===== src/rtl/rf_access_ctrl.sv =====
// rtl/rf_access_ctrl.sv - initiator-side controller for the 32x32 register file
module rf_access_ctrl #(
    parameter int WIDTH        = 32,
    parameter int DEPTH        = 32,
    parameter int ADDRESSWIDTH = 5
) (
    input  logic                    clock,
    input  logic                    reset,
    input  logic                    req_valid,
    output logic                    req_ready,
    input  logic                    req_write,
    input  logic [ADDRESSWIDTH-1:0] req_addr,
    input  logic [ADDRESSWIDTH:0]   req_len,
    input  logic [WIDTH-1:0]        req_wdata,
    output logic                    rsp_valid,
    input  logic                    rsp_ready,
    output logic [WIDTH-1:0]        rsp_data,
    output logic [ADDRESSWIDTH-1:0] rsp_addr,
    output logic                    rsp_last,
    output logic                    rf_we,
    output logic [ADDRESSWIDTH-1:0] rf_dest,
    output logic [WIDTH-1:0]        rf_wdata,
    output logic [ADDRESSWIDTH-1:0] rf_source,
    input  logic [WIDTH-1:0]        rf_rdata
);
    localparam int LW = ADDRESSWIDTH + 1;
    localparam logic [LW-1:0]           DEPTH_LEN = LW'(DEPTH);
    localparam logic [LW-1:0]           ONE_LEN   = LW'(1);
    localparam logic [ADDRESSWIDTH-1:0] LAST_ADDR = ADDRESSWIDTH'(DEPTH - 1);
    localparam logic [ADDRESSWIDTH-1:0] ADDR_ONE  = ADDRESSWIDTH'(1);

    typedef enum logic [1:0] {S_IDLE, S_WRITE, S_READ, S_DRAIN} state_t;
    state_t r_state, w_state_next;

    logic                    r_req_ready, r_rsp_valid, r_rf_we;
    logic [ADDRESSWIDTH-1:0] r_rf_dest, r_rf_source, r_burst_addr;
    logic [WIDTH-1:0]        r_rf_wdata;
    logic [LW-1:0]           r_remain;
    logic                    r_s1_valid, r_s1_last, r_s2_valid, r_s2_last;
    logic [ADDRESSWIDTH-1:0] r_s2_addr;
    logic [2:0]              r_count;
    logic [WIDTH-1:0]        r_q_data [4];
    logic [ADDRESSWIDTH-1:0] r_q_addr [4];
    logic [3:0]              r_q_last;

    logic                    w_accept, w_accept_wr, w_accept_rd, w_issue;
    logic                    w_push, w_pop, w_ready_next;
    logic [LW-1:0]           w_len;
    logic [3:0]              w_occupancy;
    logic [2:0]              w_count_next, w_wr_idx;
    logic [ADDRESSWIDTH-1:0] w_req_addr_inc, w_burst_addr_inc;

    always_ff @(posedge clock) begin
        if (!reset) begin
            r_state <= S_IDLE;
        end else begin
            r_state <= w_state_next;
        end
    end

    always_comb begin
        w_len = req_len;
        if (req_len == '0) begin
            w_len = ONE_LEN;
        end else if (req_len > DEPTH_LEN) begin
            w_len = DEPTH_LEN;
        end
        w_accept    = r_req_ready && req_valid;
        w_accept_wr = w_accept && req_write;
        w_accept_rd = w_accept && !req_write;
        // Occupancy ignores a same-cycle pop, so the 4-entry FIFO can never be overrun.
        w_occupancy = {1'b0, r_count} + {3'b0, r_s1_valid} + {3'b0, r_s2_valid};
        w_issue     = (r_state == S_READ) && (w_occupancy < 4'd4);
        w_push      = r_s2_valid;
        w_pop       = r_rsp_valid && rsp_ready;
        w_count_next = r_count + {2'b0, w_push} - {2'b0, w_pop};
        w_wr_idx     = r_count - {2'b0, w_pop};
        w_req_addr_inc   = (req_addr == LAST_ADDR) ? '0 : req_addr + ADDR_ONE;
        w_burst_addr_inc = (r_burst_addr == LAST_ADDR) ? '0 : r_burst_addr + ADDR_ONE;

        w_state_next = r_state;
        case (r_state)
            S_IDLE: begin
                if (w_accept_wr) begin
                    w_state_next = S_WRITE;
                end else if (w_accept_rd) begin
                    // The first beat issues on the accept edge itself.
                    w_state_next = (w_len == ONE_LEN) ? S_DRAIN : S_READ;
                end
            end
            S_WRITE: w_state_next = S_IDLE;
            S_READ: begin
                if (w_issue && r_remain == ONE_LEN) begin
                    w_state_next = S_DRAIN;
                end
            end
            S_DRAIN: begin
                if (!r_s1_valid && !r_s2_valid && w_count_next == 3'd0) begin
                    w_state_next = S_IDLE;
                end
            end
            default: w_state_next = S_IDLE;
        endcase
        w_ready_next = (w_state_next == S_IDLE) && (w_count_next == 3'd0)
                       && !w_accept_rd && !w_issue && !r_s1_valid;
    end

    always_ff @(posedge clock) begin
        if (!reset) begin
            r_req_ready  <= 1'b0;
            r_rsp_valid  <= 1'b0;
            r_rf_we      <= 1'b0;
            r_rf_dest    <= '0;
            r_rf_wdata   <= '0;
            r_rf_source  <= '0;
            r_burst_addr <= '0;
            r_remain     <= '0;
            r_s1_valid   <= 1'b0;
            r_s1_last    <= 1'b0;
            r_s2_valid   <= 1'b0;
            r_s2_last    <= 1'b0;
            r_s2_addr    <= '0;
            r_count      <= '0;
            r_q_last     <= '0;
            for (int i = 0; i < 4; i++) begin
                r_q_data[i] <= '0;
                r_q_addr[i] <= '0;
            end
        end else begin
            r_req_ready <= w_ready_next;
            r_rf_we     <= w_accept_wr;
            if (w_accept_wr) begin
                r_rf_dest  <= req_addr;
                r_rf_wdata <= req_wdata;
            end
            r_s1_valid <= w_accept_rd || w_issue;
            if (w_accept_rd) begin
                r_rf_source  <= req_addr;
                r_s1_last    <= (w_len == ONE_LEN);
                r_burst_addr <= w_req_addr_inc;
                r_remain     <= w_len - ONE_LEN;
            end else if (w_issue) begin
                r_rf_source  <= r_burst_addr;
                r_s1_last    <= (r_remain == ONE_LEN);
                r_burst_addr <= w_burst_addr_inc;
                r_remain     <= r_remain - ONE_LEN;
            end
            r_s2_valid  <= r_s1_valid;
            r_s2_addr   <= r_rf_source;
            r_s2_last   <= r_s1_last;
            r_count     <= w_count_next;
            r_rsp_valid <= (w_count_next != 3'd0);
            // Shift-register FIFO: entry 0 is the registered response head.
            for (int i = 0; i < 3; i++) begin
                if (w_push && w_wr_idx == 3'(i)) begin
                    r_q_data[i] <= rf_rdata;
                    r_q_addr[i] <= r_s2_addr;
                    r_q_last[i] <= r_s2_last;
                end else if (w_pop) begin
                    if (3'(i + 1) < r_count) begin
                        r_q_data[i] <= r_q_data[i+1];
                        r_q_addr[i] <= r_q_addr[i+1];
                        r_q_last[i] <= r_q_last[i+1];
                    end else begin
                        r_q_data[i] <= '0;
                        r_q_addr[i] <= '0;
                        r_q_last[i] <= 1'b0;
                    end
                end
            end
            if (w_push && w_wr_idx == 3'd3) begin
                r_q_data[3] <= rf_rdata;
                r_q_addr[3] <= r_s2_addr;
                r_q_last[3] <= r_s2_last;
            end else if (w_pop) begin
                r_q_data[3] <= '0;
                r_q_addr[3] <= '0;
                r_q_last[3] <= 1'b0;
            end
        end
    end

    assign req_ready = r_req_ready;
    assign rsp_valid = r_rsp_valid;
    assign rsp_data  = r_q_data[0];
    assign rsp_addr  = r_q_addr[0];
    assign rsp_last  = r_q_last[0];
    assign rf_we     = r_rf_we;
    assign rf_dest   = r_rf_dest;
    assign rf_wdata  = r_rf_wdata;
    assign rf_source = r_rf_source;
endmodule


===== config.mk =====
export PLATFORM = sky130hd
export DESIGN_NAME = rf_access_ctrl
export DESIGN_NICKNAME = d
export VERILOG_FILES = /design/src/rtl/rf_access_ctrl.sv
export SDC_FILE = /design/constraint.sdc
export NUM_CORES = 1
export LEC_CHECK = 0
export ABC_AREA = 1
export BUFFER_PORTS_ARGS = -buffer_cell sky130_fd_sc_hd__buf_2
export CAP_MARGIN = 40
export CORE_MARGIN = 3
export CORE_UTILIZATION = 55
export CTS_BUF_LIST = sky130_fd_sc_hd__clkbuf_8
export DETAILED_ROUTE_END_ITERATION = 12
export GPL_ROUTABILITY_DRIVEN = 1
export HOLD_SLACK_MARGIN = 0.05
export PLACE_DENSITY = 0.88
export SYNTH_ARGS = -nofsm -noshare
export SYNTH_HDL_FRONTEND = slang
export SYNTH_SLANG_ARGS = --single-unit

===== constraint.sdc =====
create_clock -name clock -period 3.6 [get_ports clock]
set_input_delay 1.08 -clock clock [delete_from_list [all_inputs] [get_ports clock]]
set_output_delay 1.08 -clock clock [all_outputs]
set_load 0.01 [all_outputs]

==> results.ini <==
[final_layout]
post-route-util_pct=64.5
multiInputGateArea_um2=3220
fillCellCount=1357
syn_to_final_growth_pct=13.9
num_antenna_cells=0
ff_latch_area_um2=5930
final_nets=1343
drive_gt1_share_pct=20.1

[detailed_routing]
viasPerCell=5.26
wire_per_inst_um=14.5
drt-initial-drc-count=586
ant_nets=0
num_vias=7903
wl_um=21800
drc_errors=0
drtPass1Iterations=7

[placed_design]
hpwlAfterDp_um=13900
io_buffers=162
place_ws_ns=0.351
gp_congestion=0.800

[floorplanning]
die_h_um=143
start_util_pct=56.6
ios=163
core_area_um2=18200
fp.dieArea_um2=20400
die_x_um=143
num_rows=49

[run_status]
status=complete, no violations

[global_route]
grtUsageTotal_pct=21.4
grt_start_max_net_pins=75
grt_pass1_wl_um=35800
grt-ovfl-total=0
antenna_found_initial=1
grt_pass1_vias=7655

[timing]
setup_tns_ns=0
setup_viol=0
worst_slack_ns=0.886
tightest_slew_ns=0.495
rsz0062_at_grt=false
fin_skew_ns=0.0243
hold_viol=0
max_slew_margin_pct=67.0
post-route-min-period_ns=2.71
fin_crit_sh_pct=75.4
fmax_ghz=0.369
slew_viol_final=0

[worst_setup_path]
critPathMaxFanout=31
worstRegToRegCells=12
r2r_start=rsp_valid
crit_path_start_kind=primary input
critPathKind=primary input to flop
cp.required_ns=3.87
startpoint=rsp_ready
arrival_ns=2.99
rr_endpoint=r_q_data[0][26]
r2r_slack_ns=1.20
endpoint_kind=flop

[logic_synthesis]
synth_common_cells=178 x nand2_1, 148 x edfxtp_1, 146 x inv_1
syn_nets=1222
synth_top_flop_cell=edfxtp_1
synth_area_um2=10300
synth-edff-count=148
synth_xor_area_share_pct=0.595
yosys.area.top_type=edfxtp_1
netlist_top_cells_area=edfxtp_1 43%, dfxtp_1 14%, nand2_1 6.5%
synth-simple-area-share_pct=16.5
synth_top_area_share_pct=43.1
postSynthCellCount=1126
synth_top_family_by_area=simple AND/OR/NAND/NOR gates
postSynthAreaPerCell_um2=9.16
synth_cell_types=39
synth_seq_area_share_pct=57.5
synth_compound_area_share_pct=11.4
synth_most_common_cell=nand2_1
async_flop_share_pct=0
ys_seq_elements=222
synthMuxAreaShare_pct=0.388
synth_warnings=0
synthAdderAreaFrac_pct=2.01

[power_and_ir_drop]
p_total_mw=6.30
cellLeakagePower_nw=5.84
peakVddDrop_mv=0.332
power_density_nw_per_um2=536

[clock_network]
clk_pin_slew_ns=0.06
postCtsHoldBufs=0
clk_latency_ns=0.52
cts_root_buffer=clkbuf_8
clkSinkCount=222
ctsHtreeMaxLevel=2
post_cts_buffers=0
postCtsResizedCells=0
cts_tree=yes
numCtsBuffers=37
cts_buffer_depth=3

[run]
drv_cap=0

[hold_path]
worstHoldEndpoint=r_s2_addr[0]
holdPathStages=2
worstHoldStart=rf_source[0]
hold_class=flop to flop

## routing by layer
metal	up-vias	global-route usage, %	wire length (um)
li1	3901	-	-
met1	3586	27.0	8830
met2	354	36.1	10500
met3	60	4.69	1780
met4	2	8.45	634
met5	-	0	15
## critical path, cell delays in order
cell and delay [ns]:
buf_2 0.09, nand2_2 0.14, nor2_4 0.16, inv_4 0.07, ha_1 0.37, inv_1 0.12
nand2_2 0.10, nor2_2 0.04, nand2_1 0.27, buf_12 0.24, o21ai_0 0.12, o21ai_1 0.11
inv_1 0.05
## area by class of cell
| cell class | instances | share of cell area [%] |
|---|---|---|
| clock buffer | 42 | 4.92 |
| clock inverter | 23 | 0.905 |
| inverter | 151 | 4.87 |
| multi-input combinational | 656 | 27.4 |
| sequential | 222 | 50.4 |
| tap | 229 | 2.44 |
| timing repair buffer | 179 | 9.01 |
## cell usage in the layout (no fill, tap or decap), drive strengths merged, types with 3 or more instances in the layout
cell type / count
nand2: 184
nand3: 60
edfxtp: 148
ha: 15
xor2: 6
nand4: 5
mux2i: 4
dfxtp: 74
inv: 165
a21oi: 47
a22oi: 5
buf: 179
nand3b: 3
clkbuf: 42
nor2: 148
o21ai: 166
clkinv: 7
o211ai: 3
## how the worst max path moves through the flow
stage / cells past startpoint / to
6_report: 13 / r_q_data[0][26]
5_1_grt: 13 / r_q_data[0][13]
4_1_cts: 13 / r_q_data[0][26]
3_5_place_dp: 13 / r_q_data[0][26]
3_3_place_gp: 11 / r_q_data[0][76]
2_1_floorplan: 7 / r_q_addr[0][10]
## flip-flops by register name, summed over array words and instances, names as in the netlist
name          flops
r_burst_addr      5
r_count           3
r_q_addr         20
r_q_data        128
r_q_last          4
r_remain          6
r_s1_last         1
r_s1_valid        1
r_s2_addr         5
r_s2_last         1
r_s2_valid        1
r_state           2
req_ready         1
rf_dest           5
rf_source         5
rf_wdata         32
rf_we             1
rsp_valid         1
## power by group
group          internal (mW)  leakage (nW)  switching [mW]
sequential              3.10          2.16           0.115
clock                   1.07         0.392           0.969
combinational          0.353          3.29           0.690
total                   4.53          5.84            1.77
## logic make-up (layout without fill, tap and decap cells)
| group | after synthesis | in the layout |
|---|---|---|
| DFF | 222 | 222 |
| and+or+nand+nor | 402 | 402 |
| muxes | 4 | 4 |
| adders and majority gates | 16 | 16 |
| xor gates and xnor gates | 7 | 7 |
| buffers and inverters | 248 | 395 |
| AOI/OAI and AO/OA | 227 | 227 |
## through the flow
stage          cell area (um^2)  hold WS (ns)  cells
2_1_floorplan             10300         0.405   1126
3_3_place_gp              11000         0.424   1436
3_5_place_dp              11100         0.436   1437
4_1_cts                   11700         0.445   1502
5_1_grt                   11700         0.462   1502
6_report                  11700         0.445   1502
Power figures use the tool's default switching activity.
